`config.mk`:
```
export PLATFORM = sky130hd
export DESIGN_NAME = mem_data_arbiter_flat
export DESIGN_NICKNAME = d
export VERILOG_FILES = /design/src/rtl/mem_data_arbiter_if.sv /design/src/rtl/mem_data_arbiter.sv /design/src/flat_wrapper.sv
export SDC_FILE = /design/constraint.sdc
export NUM_CORES = 1
export LEC_CHECK = 0
export ABC_AREA = 1
export CAP_MARGIN = 10
export CORE_MARGIN = 4
export CORE_UTILIZATION = 35
export CTS_CLUSTER_SIZE = 25
export DETAILED_ROUTE_END_ITERATION = 12
export PLACE_DENSITY_LB_ADDON = 0.08
export SETUP_SLACK_MARGIN = 0.02
export SYNTH_ARGS = -nofsm -noshare
export SYNTH_HDL_FRONTEND = slang
export SYNTH_SLANG_ARGS = --single-unit
export TNS_END_PERCENT = 30
```
`constraint.sdc`:
```
create_clock -name clk -period 3.65 [get_ports clk]
set_clock_uncertainty 0.1 [all_clocks]
set_input_delay 0.9125 -clock clk [delete_from_list [all_inputs] [get_ports clk]]
set_output_delay 0.9125 -clock clk [all_outputs]
set_load 0.005 [all_outputs]
```
`src/rtl/mem_data_arbiter_if.sv`:
```
// Host-side access channel of mem_data_arbiter: buffered write requests and
// single-outstanding read requests with a one-cycle read-data pulse.
interface mem_data_arbiter_if #(
    parameter int unsigned MDATAW = 6,
    parameter int unsigned NUBITS = 16
);
    logic              hst_wvalid;
    logic [MDATAW-1:0] hst_waddr;
    logic [NUBITS-1:0] hst_wdata;
    logic              hst_wready;
    logic              hst_rvalid;
    logic [MDATAW-1:0] hst_raddr;
    logic              hst_rready;
    logic              hst_rdvalid;
    logic [NUBITS-1:0] hst_rdata;

    modport master (
        output hst_wvalid, hst_waddr, hst_wdata, hst_rvalid, hst_raddr,
        input  hst_wready, hst_rready, hst_rdvalid, hst_rdata
    );

    modport slave (
        input  hst_wvalid, hst_waddr, hst_wdata, hst_rvalid, hst_raddr,
        output hst_wready, hst_rready, hst_rdvalid, hst_rdata
    );
endinterface

```
`src/rtl/mem_data_arbiter.sv`:
```
// Shares the data memory write port and read-address port between the core
// (fixed priority) and a host whose writes are FIFO-buffered and reads steal idle cycles.
module mem_data_arbiter #(
    parameter int unsigned MDATAW  = 6,
    parameter int unsigned NUBITS  = 16,
    parameter int unsigned WFDEPTH = 4,
    parameter int unsigned MAXWAIT = 15
) (
    input  logic                       clk,
    input  logic                       rst,
    input  logic                       core_wr,
    input  logic [MDATAW-1:0]          core_addr_w,
    input  logic [NUBITS-1:0]          core_data_w,
    input  logic                       core_rd_en,
    input  logic [MDATAW-1:0]          core_addr_r,
    output logic                       core_hold,
    mem_data_arbiter_if.slave          hst,
    output logic                       mem_wr,
    output logic [MDATAW-1:0]          mem_addr_w,
    output logic [NUBITS-1:0]          mem_din,
    output logic [MDATAW-1:0]          mem_addr_r,
    input  logic [NUBITS-1:0]          mem_dout,
    output logic [$clog2(WFDEPTH):0]   fifo_cnt
);
    localparam int unsigned AW  = $clog2(WFDEPTH);
    localparam int unsigned CW  = AW + 1;
    localparam int unsigned WCW = $clog2(MAXWAIT + 1);
    localparam logic [WCW-1:0] MAXW = WCW'(MAXWAIT);

    typedef enum logic [1:0] {R_IDLE, R_WAIT, R_CAPT} rstate_e;

    logic [MDATAW-1:0] fifo_addr [WFDEPTH];
    logic [NUBITS-1:0] fifo_data [WFDEPTH];

    logic [AW-1:0]     wr_ptr_q, wr_ptr_d, rd_ptr_q, rd_ptr_d;
    logic [CW-1:0]     cnt_q, cnt_d;
    logic [WCW-1:0]    wcnt_q, wcnt_d, rcnt_q, rcnt_d;
    rstate_e           state_q, state_d;
    logic [MDATAW-1:0] raddr_q, raddr_d;
    logic [NUBITS-1:0] rdata_q, rdata_d;
    logic              rdvalid_q, rdvalid_d;
    logic              core_hold_q, core_hold_d;
    logic              empty, full, push, pop, issue;

    assign empty          = (cnt_q == '0);
    assign full           = (cnt_q == CW'(WFDEPTH));
    assign hst.hst_wready = rst && !full;
    assign hst.hst_rready = rst && (state_q == R_IDLE);
    assign push           = hst.hst_wvalid && hst.hst_wready;
    assign pop            = !core_wr && !empty;
    // A read issues only with the FIFO drained, so earlier host writes are visible.
    assign issue          = (state_q == R_WAIT) && !core_rd_en && empty;

    assign hst.hst_rdata   = rdata_q;
    assign hst.hst_rdvalid = rdvalid_q;
    assign core_hold       = core_hold_q;
    assign fifo_cnt        = cnt_q;

    always_comb begin
        mem_wr     = core_wr || !empty;
        mem_addr_w = core_wr ? core_addr_w : fifo_addr[rd_ptr_q];
        mem_din    = core_wr ? core_data_w : fifo_data[rd_ptr_q];
        mem_addr_r = issue ? raddr_q : core_addr_r;
    end

    always_comb begin
        wr_ptr_d = push ? wr_ptr_q + AW'(1) : wr_ptr_q;
        rd_ptr_d = pop  ? rd_ptr_q + AW'(1) : rd_ptr_q;
        cnt_d    = cnt_q + CW'(push) - CW'(pop);

        // Hold cycle guarantees progress, so both starvation counters restart there.
        if (core_hold_q || pop || empty) begin
            wcnt_d = '0;
        end else if (wcnt_q != MAXW) begin
            wcnt_d = wcnt_q + WCW'(1);
        end else begin
            wcnt_d = wcnt_q;
        end

        if (core_hold_q || (state_q != R_WAIT) || issue) begin
            rcnt_d = '0;
        end else if (rcnt_q != MAXW) begin
            rcnt_d = rcnt_q + WCW'(1);
        end else begin
            rcnt_d = rcnt_q;
        end

        core_hold_d = !core_hold_q && ((wcnt_q == MAXW) || (rcnt_q == MAXW));
    end

    always_comb begin
        state_d   = state_q;
        raddr_d   = raddr_q;
        rdata_d   = rdata_q;
        rdvalid_d = 1'b0;
        unique case (state_q)
            R_IDLE: begin
                if (hst.hst_rvalid && hst.hst_rready) begin
                    raddr_d = hst.hst_raddr;
                    state_d = R_WAIT;
                end
            end
            R_WAIT: begin
                if (issue) begin
                    state_d = R_CAPT;
                end
            end
            R_CAPT: begin
                rdata_d   = mem_dout;
                rdvalid_d = 1'b1;
                state_d   = R_IDLE;
            end
            default: state_d = R_IDLE;
        endcase
    end

    always_ff @(posedge clk) begin
        if (push) begin
            fifo_addr[wr_ptr_q] <= hst.hst_waddr;
            fifo_data[wr_ptr_q] <= hst.hst_wdata;
        end
    end

    always_ff @(posedge clk or negedge rst) begin
        if (!rst) begin
            wr_ptr_q    <= '0;
            rd_ptr_q    <= '0;
            cnt_q       <= '0;
            wcnt_q      <= '0;
            rcnt_q      <= '0;
            state_q     <= R_IDLE;
            raddr_q     <= '0;
            rdata_q     <= '0;
            rdvalid_q   <= 1'b0;
            core_hold_q <= 1'b0;
        end else begin
            wr_ptr_q    <= wr_ptr_d;
            rd_ptr_q    <= rd_ptr_d;
            cnt_q       <= cnt_d;
            wcnt_q      <= wcnt_d;
            rcnt_q      <= rcnt_d;
            state_q     <= state_d;
            raddr_q     <= raddr_d;
            rdata_q     <= rdata_d;
            rdvalid_q   <= rdvalid_d;
            core_hold_q <= core_hold_d;
        end
    end
endmodule

```
`src/flat_wrapper.sv`:
```
// flat-port wrapper written by rule: the top's interface ports become plain ports
module mem_data_arbiter_flat 
#(
    parameter int unsigned MDATAW  = 6,
    parameter int unsigned NUBITS  = 16,
    parameter int unsigned WFDEPTH = 4,
    parameter int unsigned MAXWAIT = 15
)
  (clk, rst, core_wr, core_addr_w, core_data_w, core_rd_en, core_addr_r, core_hold, mem_wr, mem_addr_w, mem_din, mem_addr_r, mem_dout, fifo_cnt, hst_hst_wvalid, hst_hst_waddr, hst_hst_wdata, hst_hst_rvalid, hst_hst_raddr, hst_hst_wready, hst_hst_rready, hst_hst_rdvalid, hst_hst_rdata);
  mem_data_arbiter_if #(.MDATAW(MDATAW), .NUBITS(NUBITS)) hst_i ();
  input  logic clk;
  input  logic rst;
  input  logic core_wr;
  input  logic [MDATAW-1:0] core_addr_w;
  input  logic [NUBITS-1:0] core_data_w;
  input  logic core_rd_en;
  input  logic [MDATAW-1:0] core_addr_r;
  output logic core_hold;
  output logic mem_wr;
  output logic [MDATAW-1:0] mem_addr_w;
  output logic [NUBITS-1:0] mem_din;
  output logic [MDATAW-1:0] mem_addr_r;
  input  logic [NUBITS-1:0] mem_dout;
  output logic [$clog2(WFDEPTH):0] fifo_cnt;
  input wire logic [$bits(hst_i.hst_wvalid)-1:0] hst_hst_wvalid;
  input wire logic [$bits(hst_i.hst_waddr)-1:0] hst_hst_waddr;
  input wire logic [$bits(hst_i.hst_wdata)-1:0] hst_hst_wdata;
  input wire logic [$bits(hst_i.hst_rvalid)-1:0] hst_hst_rvalid;
  input wire logic [$bits(hst_i.hst_raddr)-1:0] hst_hst_raddr;
  output wire logic [$bits(hst_i.hst_wready)-1:0] hst_hst_wready;
  output wire logic [$bits(hst_i.hst_rready)-1:0] hst_hst_rready;
  output wire logic [$bits(hst_i.hst_rdvalid)-1:0] hst_hst_rdvalid;
  output wire logic [$bits(hst_i.hst_rdata)-1:0] hst_hst_rdata;
  assign hst_i.hst_wvalid = hst_hst_wvalid;
  assign hst_i.hst_waddr = hst_hst_waddr;
  assign hst_i.hst_wdata = hst_hst_wdata;
  assign hst_i.hst_rvalid = hst_hst_rvalid;
  assign hst_i.hst_raddr = hst_hst_raddr;
  assign hst_hst_wready = hst_i.hst_wready;
  assign hst_hst_rready = hst_i.hst_rready;
  assign hst_hst_rdvalid = hst_i.hst_rdvalid;
  assign hst_hst_rdata = hst_i.hst_rdata;
  mem_data_arbiter #(.MDATAW(MDATAW), .NUBITS(NUBITS), .WFDEPTH(WFDEPTH), .MAXWAIT(MAXWAIT)) u_core (.clk(clk), .rst(rst), .core_wr(core_wr), .core_addr_w(core_addr_w), .core_data_w(core_data_w), .core_rd_en(core_rd_en), .core_addr_r(core_addr_r), .core_hold(core_hold), .hst(hst_i), .mem_wr(mem_wr), .mem_addr_w(mem_addr_w), .mem_din(mem_din), .mem_addr_r(mem_addr_r), .mem_dout(mem_dout), .fifo_cnt(fifo_cnt));
endmodule
```
[Word-level counts from Yosys, hierarchy flattened]
Memories as Yosys holds them, arrays and structs flattened.
Index checks and enable logic that the tools add are counted.
Cells by class
  add/subtract/negate cells: 6
  multipliers: 0
  div/mod/pow operators: 0
  $lt $le $gt $ge: 0
  equal/unequal tests: 10
  shift-type cells: 0
  multiplexer cells: 13
  bitwise gates (word level): 0
  reductions and logical operators: 25
Operators with widths (count)
  $mux 16: 1
  $mux 4: 4
  $mux 6: 2
  $add 4x1->4 const B: 2
  $eq 4x4->1 const B: 2
  $logic_and 1x1->1: 8
  $ne 4x4->1 const B: 2
  $logic_or 1x1->1: 6
  $logic_not 1->1: 5
  $add 2x1->2 const B: 2
  $mux 2: 2
  $ne 2x1->1 const B: 2
  $pmux 2 s2: 1
  $reduce_and 2->1: 2
  $reduce_bool 2->1: 2
  $add 3x1->3: 1
  $eq 3x3->1 const B: 1
  $logic_not 3->1: 1
  $mux 1: 3
  $sub 3x1->3: 1
  $eq 2x1->1 const B: 1
  $eq 2x2->1 const B: 1
  $logic_not 2->1: 1
  $ne 2x2->1 const B: 1
Word-level totals
  flip-flop bits (word level): 41
  latch bits: 0
  memory bits (writable): 88
  bits in read-only memories: 0
  input port bits: 78
  output and inout port bits: 52
  word-level logic and storage cells: 66
  memories kept: 2
Memories
  u_core.fifo_data: words 4, width 16, rd ports 1, clocked after Yosys merged registers in 0, wr ports 1, RTL line mem_data_arbiter.sv:33  | logic [NUBITS-1:0] fifo_data [WFDEPTH];
  u_core.fifo_addr: words 4, width 6, rd ports 1, clocked after Yosys merged registers in 0, wr ports 1, RTL line mem_data_arbiter.sv:32  | logic [MDATAW-1:0] fifo_addr [WFDEPTH];

[Depth between registers and ports, before layout]
Gate-level depths: netlist of the first run.
  depth after elaboration: 6
  gate-level depth with buffers: 10
  gate-level depth less buffers: 10

[Worst setup path after synthesis of the first run]
OpenSTA, ideal clock, no wires.
  path type: input -> register
  from: input hst_hst_wvalid
  to: memory u_core.fifo_addr[0][0] (enable)
  setup time: 0.401 ns
  data arrival time: 2.066 ns
  data required time: 3.149 ns
  setup slack: 1.083 ns
  stages on the path: 2
  buffers on the path: 0
  path through: nand3_1 nor2_1
On the way
  cells in the longest elaborated chain, start to end: 3
RTL lines
  start, declared: RTL line flat_wrapper.sv:25  | input wire logic [$bits(hst_i.hst_wvalid)-1:0] hst_hst_wvalid;
  $logic_and 1x1->1: RTL line mem_data_arbiter.sv:49  | assign push = hst.hst_wvalid && hst.hst_wready;
  $mux 1: RTL line mem_data_arbiter.sv:118  | if (push) begin
  $mux 1 (implied by the code): RTL line mem_data_arbiter.sv:119  | fifo_addr[wr_ptr_q] <= hst.hst_waddr;
  end, declared: RTL line mem_data_arbiter.sv:32
Every way passes these cells.

[Final worst setup path of the first run]
  from: input core_wr
  to: output mem_addr_w[0]
On the way
  cells in the longest elaborated chain, start to end: 1
RTL lines
  start, declared: RTL line flat_wrapper.sv:13  | input logic core_wr;
  $mux 6: RTL line mem_data_arbiter.sv:61  | mem_addr_w = core_wr ? core_addr_w : fifo_addr[rd_ptr_q];
  end, declared: RTL line flat_wrapper.sv:20  | output logic [MDATAW-1:0] mem_addr_w;
Every way passes these cells.

==> summary.md, run 1 <==
| Metric | Value |
|---|---|
| Status | `finished, final reports clean` |
| Most common cell in the netlist | `nand2_1` |
| Resize count post-CTS | `0` |
| Max Slew Vio Count | `0` |
| Post-Syn Instances | `655` |
| Mapped Area | `5953 um^2` |
| Post-CTS setup buffer count | `0` |
| CTS Buf Count | `17` |
| Post-synth EDFFs | `88` |
| Die height | `138.4 um` |
| Final GP Congestion | `0.7328` |
| Largest net degree at the start of global routing | `46` |
| Post-synth top area cell | `edfxtp_1` |
| Die W | `138.4 um` |
| Fin crit share | `92.50%` |
| Synth top cells by count | `278 x nand2_1, 115 x inv_1, 88 x edfxtp_1` |
| Initial Utilization | `35.77%` |
| Final Non-Filler Cells | `1028` |
| Cts hold-fix bufs | `0` |
| Iteration-0 DRC Markers | `174` |
| Synth Area in Compound Gates | `0.9248%` |
| Critical Path Source Type | `primary input` |
| IO buf count | `129` |
| CTS root buf | `clkbuf_16` |
| Largest family of logic cells by synthesized area | `simple AND/OR/NAND/NOR gates` |
| Drt wl/cell | `13.08 um` |
| Layout Nets | `882` |
| Leak | `0.003797 uW` |
| Layout cell share with drive strength beyond 1 | `7.178%` |
| Max clock buf depth | `2` |
| Cells after DPL | `996` |
| Post-route setup slack | `273.6 ps` |
| # Max-Cap Violations | `0` |
| Mux cell area share after synthesis | `0%` |
| HP Class | `register to register` |
| Mean post-synth cell area | `9.089 um^2` |
| Place WS | `256.6 ps` |
| CTS tree | `built` |
| Routed WL | `13450 um` |
| Post-synthesis simple-gate area fraction | `24.91%` |
| Crit. End Element | `primary output` |
| Synth Warn # | `0` |
| Critical path class | `primary input to primary output` |
| #FFs+latches synth | `129` |
| Clk_lat worst skew | `410 ps` |
| Setup TNS | `0 ps` |
| # H-tree levels | `4` |
| Worst-margin pin slew | `555.2 ps` |
| Antenna Nets Post-Route | `0` |
| Post-Synth Adder-Cell Area | `2.018%` |
| Yosys top cell area share | `44.39%` |
| Pre-antenna DRT Iters | `4` |
| Fill count | `1537` |
| # clock sinks | `129` |
| Remaining DRCs | `0` |
| RSZ-0062 raised after global routing | `no` |
| # rows | `47` |
| Crit path max fanout | `12` |
| Final setup viols | `0` |
| Hold Vio Cnt, Final | `0` |
| Via count | `4456` |
| Vias in the first global route | `4347` |
| Final min period | `3376 ps` |
| Clock transition at path regs | `50 ps` |
| Dominant cells by area after synthesis | `edfxtp_1 44%, nand2_1 18%, dfrtp_1 17%` |
| Area Overhead vs Synth | `36.09%` |
| Total track usage | `14.39%` |
| Core ar. | `16640 um^2` |
| Data required, critical path | `2640 ps` |
| I/O pin total | `130` |
| Area of the multi-input gates | `1703 um^2` |
| Fmax | `0.2962 GHz` |
| ANT cells | `0` |
| Full die area | `19160 um^2` |
| Pwr per Cell Area | `696.1 nW/um^2` |
| Slew headroom | `62.99%` |
| Register area | `3670 um^2` |
| Peak VDD IR | `0.3746 mV` |
| Register area share after synthesis | `61.62%` |
| Post-synthesis xor/xnor area fraction | `0.5885%` |
| Post-Syn Nets | `742` |
| Utilization after layout | `48.68%` |
| Library cells used by synthesis | `26` |
| Ys async rst share | `31.78%` |
| First-pass GRT wire length | `21960 um` |
| CP Data Arrival Time | `2360 ps` |
| Hpwl dp | `8842 um` |
| Initial antenna violation count | `1` |
| Grt total ovfl | `0` |
| Top_reg_cell synth | `edfxtp_1` |
| Via density | `4.335` |
worst max-delay path, cell delays in order:
cell and delay, ps:
clkdlybuf4s50_1 460, inv_2 140, buf_4 210, nand2_1 70
nand2_1 60, clkdlybuf4s50_1 500
kinds of logic after synthesis:
| group | after synthesis |
|---|---|
| adder cells (fa/ha/maj) | 9 |
| XOR/XNOR | 4 |
| AND/OR/NAND/NOR | 362 |
| AO/OA/AOI/OAI | 11 |
| flip-flops | 129 |
| buffers and inverters | 140 |
flip-flops by register name, summed over array words and instances (netlist names):
name	cells
u_core.core_hold	1
u_core.hst.hst_rdvalid	1
u_core.rcnt_q	4
u_core.fifo_cnt	3
u_core.wcnt_q	4
u_core.hst.hst_rdata	16
u_core.rd_ptr_q	2
u_core.raddr_q	6
u_core.fifo_addr	24
u_core.state_q	2
u_core.fifo_data	64
u_core.wr_ptr_q	2
cell usage in the layout, fill, tap and decap left out, types with 3 or more instances in the layout:
master,count
inv_1,115
ha_1,8
buf_4,12
nand3_1,59
clkinv_2,3
a21oi_1,5
nand2_2,3
nor2_1,11
nor2_2,5
clkbuf_16,17
nand2_1,278
edfxtp_1,88
clkinv_1,3
inv_2,4
dfrtp_1,40
bufinv_16,5
clkdlybuf4s50_1,128
o21ai_0,5
area by class of cell:
cell class                      count  area share (%)
Multi-Input combinational cell    386           21.02
Clock buffer                       19           5.344
Inverter                          120           5.591
Sequential cell                   129           45.30
Timing Repair Buffer              141           16.99
Clock inverter                     13           2.363
Tap cell                          220           3.398
metrics by stage:
step | total power, uW | instance area (um^2) | hold WS [ps]
global placement | 3883 | 7477 | 359.5
floorplan | 3127 | 5953 | 342.5
detailed placement | 3914 | 7477 | 361.0
global route | 6060 | 8102 | 394.1
finish | 5639 | 8102 | 371.2
CTS | 5736 | 8102 | 374.4
path summary, 6_finish.rpt:
check	from	to	slack, ps	cells after the start
setup / recovery	core_wr	mem_addr_w[0]	270	6
hold / removal	u_core.raddr_q[2]$_DFFE_PN0P_	u_core.raddr_q[2]$_DFFE_PN0P_	370	2
setup reg to reg	u_core.fifo_cnt[1]$_DFF_PN0_	u_core.fifo_cnt[2]$_DFF_PN0_	1360	10
hold reg to reg	u_core.raddr_q[2]$_DFFE_PN0P_	u_core.raddr_q[2]$_DFFE_PN0P_	370	2
max in group asynchronous	rst	u_core.rd_ptr_q[0]$_DFFE_PN0P_	2530	2
min in group asynchronous	rst	u_core.raddr_q[2]$_DFFE_PN0P_	510	2
report_power, final:
part           total, uW  internal, uW  switching, uW
Clock               1790          1200            591
Combinational       1780           818            960
Sequential          2070          1870            202
per-layer routing:
metal,vias up,share of wire [%],global-route usage [%]
li1,2299,-,-
met1,2017,47,18.16
met2,120,45,22.76
met3,18,6.5,5.214
met4,2,1.7,5.460
met5,-,0.097,0
Power figures use the tool's default switching activity.
==> run 2: changes to the inputs <==
--- a/config.mk
+++ b/config.mk
@@ -9,6 +9,7 @@
 export CAP_MARGIN = 10
 export CORE_MARGIN = 4
 export CORE_UTILIZATION = 35
+export CTS_BUF_LIST = sky130_fd_sc_hd__clkbuf_8
 export CTS_CLUSTER_SIZE = 25
 export DETAILED_ROUTE_END_ITERATION = 12
 export PLACE_DENSITY_LB_ADDON = 0.08
==> constraint.sdc (replaced) <==
create_clock -name clk -period 3.2 [get_ports clk]
set_clock_uncertainty 0.1 [all_clocks]
set_input_delay 0.8 -clock clk [delete_from_list [all_inputs] [get_ports clk]]
set_output_delay 0.8 -clock clk [all_outputs]
set_load 0.005 [all_outputs]
==> run 2 against run 1 <==
Effect of this change:
- sequential share of layout area grew 0.95 points
- via count grew 1.0%
- largest power group unchanged
- first-iteration DRC count grew 4.0%
- core utilization shrank 0.95 points
- design area shrank 1.9%
- sequential power grew 14%
- register-to-register slack lost 400 ps
- critical path depth is the same
- combinational power grew 18%
- wire length grew 2.3%
- global-route usage grew 0.087 points
- worst hold slack gained 13 ps
==> summary.md, run 2 (same netlist as run 1, synthesis figures left out) <==
| Metric | Value |
|---|---|
| Iteration-0 DRC Markers | `181 (was 174)` |
| Initial Utilization | `35.77% (unchanged)` |
| IO buf count | `129 (unchanged)` |
| ANT cells | `0 (unchanged)` |
| Remaining DRCs | `0 (unchanged)` |
| RSZ-0062 raised after global routing | `no (unchanged)` |
| Max reg flops | `64 (unchanged)` |
| Clock transition at path regs | `70 ps (was 50 ps)` |
| Crit path from | `core_wr (unchanged)` |
| Fin crit share | `96.27%` |
| R2R Path Start | `u_core.fifo_cnt[1]$_DFF_PN0_ (unchanged)` |
| Peak VDD IR | `0.3463 mV (was 0.3746 mV)` |
| Die height | `138.4 um (unchanged)` |
| Layout Nets | `885 (was 882)` |
| Area Overhead vs Synth | `33.44% (was 36.09%)` |
| Initial antenna violation count | `1 (unchanged)` |
| Via count | `4501 (was 4456)` |
| Register area | `3674 um^2 (was 3670 um^2)` |
| # clock sinks | `129 (unchanged)` |
| HP Class | `register to register (unchanged)` |
| Leak | `0.003729 uW (was 0.003797 uW)` |
| # H-tree levels | `4 (unchanged)` |
| Final GP Congestion | `0.7705 (was 0.7328)` |
| Antenna Nets Post-Route | `0 (unchanged)` |
| Full die area | `19160 um^2 (unchanged)` |
| Area of the multi-input gates | `1703 um^2 (unchanged)` |
| I/O pin total | `130 (unchanged)` |
| End of the critical path | `mem_din[5] (was mem_addr_w[0])` |
| Crit path max fanout | `25 (was 12)` |
| Final min period | `3081 ps` |
| Cells on worst reg2reg path | `10 (unchanged)` |
| Core ar. | `16640 um^2 (unchanged)` |
| CTS Buf Count | `17 (unchanged)` |
| Final Non-Filler Cells | `1031 (was 1028)` |
| CP Data Arrival Time | `2180 ps (was 2360 ps)` |
| Fmax | `0.3246 GHz` |
| Critical path class | `primary input to primary output (unchanged)` |
| Grt total ovfl | `0 (unchanged)` |
| Routed WL | `13760 um (was 13450 um)` |
| Cells after DPL | `997 (was 996)` |
| Critical Path Source Type | `primary input (unchanged)` |
| Hpwl dp | `8943 um (was 8842 um)` |
| Vias in the first global route | `4509 (was 4347)` |
| Most common cell after layout, fill and taps aside | `nand2_1 (unchanged)` |
| Layout cell share with drive strength beyond 1 | `7.645% (was 7.178%)` |
| # Max-Cap Violations | `0 (unchanged)` |
| Crit. End Element | `primary output (unchanged)` |
| CTS tree | `built (unchanged)` |
| CTS root buf | `clkbuf_8 (was clkbuf_16)` |
| Hold Vio Cnt, Final | `0 (unchanged)` |
| Max clock buf depth | `2 (unchanged)` |
| Flop-to-flop setup slack | `960 ps (was 1360 ps)` |
| Pre-antenna DRT Iters | `4 (unchanged)` |
| Max Slew Vio Count | `0 (unchanged)` |
| Data required, critical path | `2300 ps (was 2640 ps)` |
| Status | `finished, final reports clean (unchanged)` |
| Drt wl/cell | `13.34 um (was 13.08 um)` |
| Largest Register | `u_core.fifo_data (unchanged)` |
| Die W | `138.4 um (unchanged)` |
| # rows | `47 (unchanged)` |
| Fill count | `1592 (was 1537)` |
| Most frequent cells in the layout | `278 x nand2_1, 128 x clkdlybuf4s50_1, 116 x inv_1 (was 278 x nand2_1, 128 x clkdlybuf4s50_1, 115 x inv_1)` |
| Crit Reg-Reg Endpoint | `u_core.fifo_cnt[2]$_DFF_PN0_ (unchanged)` |
| Largest net degree at the start of global routing | `46 (unchanged)` |
| Worst-margin pin slew | `539.6 ps (was 555.2 ps)` |
| First-pass GRT wire length | `22090 um (was 21960 um)` |
| Final setup viols | `0 (unchanged)` |
| Clk_lat worst skew | `430 ps (was 410 ps)` |
| Slew headroom | `64.03% (was 62.99%)` |
| Pwr per Cell Area | `741.2 nW/um^2 (was 696.1 nW/um^2)` |
| Setup TNS | `0 ps (unchanged)` |
| Total track usage | `14.48% (was 14.39%)` |
| Via density | `4.366 (was 4.335)` |
run 2: changes by cell type in the layout (fill, tap and decap cells not counted), moves of 2 or more:
cell | previous run | this run
buf_4 | 12 | 10
buf_6 | 0 | 4
clkbuf_1 | 2 | 0
clkbuf_16 | 17 | 0
clkbuf_8 | 0 | 17
run 2: how the worst min path moves through the flow:
stage | from | endpoint | slack [ps] | depth (start not counted)
2_1_floorplan | u_core.raddr_q[0]$_DFFE_PN0P_ | u_core.raddr_q[0]$_DFFE_PN0P_ | 340 | 2
3_3_place_gp | u_core.hst.hst_rdata[0]$_DFFE_PN0P_ | u_core.hst.hst_rdata[0]$_DFFE_PN0P_ | 360 | 2
3_5_place_dp | u_core.raddr_q[0]$_DFFE_PN0P_ | u_core.raddr_q[0]$_DFFE_PN0P_ | 370 | 2
4_1_cts | u_core.raddr_q[0]$_DFFE_PN0P_ | u_core.raddr_q[0]$_DFFE_PN0P_ | 380 | 2
5_1_grt | u_core.hst.hst_rdata[14]$_DFFE_PN0P_ | u_core.hst.hst_rdata[14]$_DFFE_PN0P_ | 410 | 2
6_report | u_core.raddr_q[0]$_DFFE_PN0P_ | u_core.raddr_q[0]$_DFFE_PN0P_ | 380 | 2
run 2: area by class of cell:
type / instances / area share, %
multi-input cells: 386 / 21.44
flip-flops and latches: 129 / 46.24
inverters: 120 / 5.765
clock buffers: 17 / 2.945
well taps: 220 / 3.465
clock inverters: 15 / 2.189
repair buffers: 144 / 17.96
run 2: what timing repair did:
item	CTS	global route
endpoints found under the setup margin	22	22
hold buffers	0	0
setup buffers	0	2
resized for setup	2	5
run 2: where the power goes:
| group | switching (uW) | internal [uW] |
|---|---|---|
| logic | 1120 | 979 |
| registers | 223 | 2140 |
| clock network | 600 | 828 |
| total | 1950 | 3940 |
run 2: critical path, stage by stage:
cell and delay, ps:
clkdlybuf4s50_1 450, inv_2 90, buf_12 180, nand2_1 80, nand2_1 60, clkdlybuf4s50_1 500
run 2: routing by layer:
layer	GRT usage, %	vias up	routed length, um
li1	-	2294	-
met1	17.67	2062	6283
met2	23.69	122	6385
met3	5.007	21	847
met4	5.668	2	220
met5	0	-	20
run 2: through the flow:
step	instance area (um^2)	total power (uW)	utilization (%)	hold WS, ps	setup WS, ps
6_report	7944	5888	47.73	384.1	119.3
5_1_grt	7944	6327	47.73	408.7	20.76
4_1_cts	7910	5934	47.53	384.4	43.63
3_5_place_dp	7497	4468	45.05	366.3	118.9
3_3_place_gp	7497	4432	45.05	363.0	148.5
2_1_floorplan	5953	3567	-	342.5	745.7
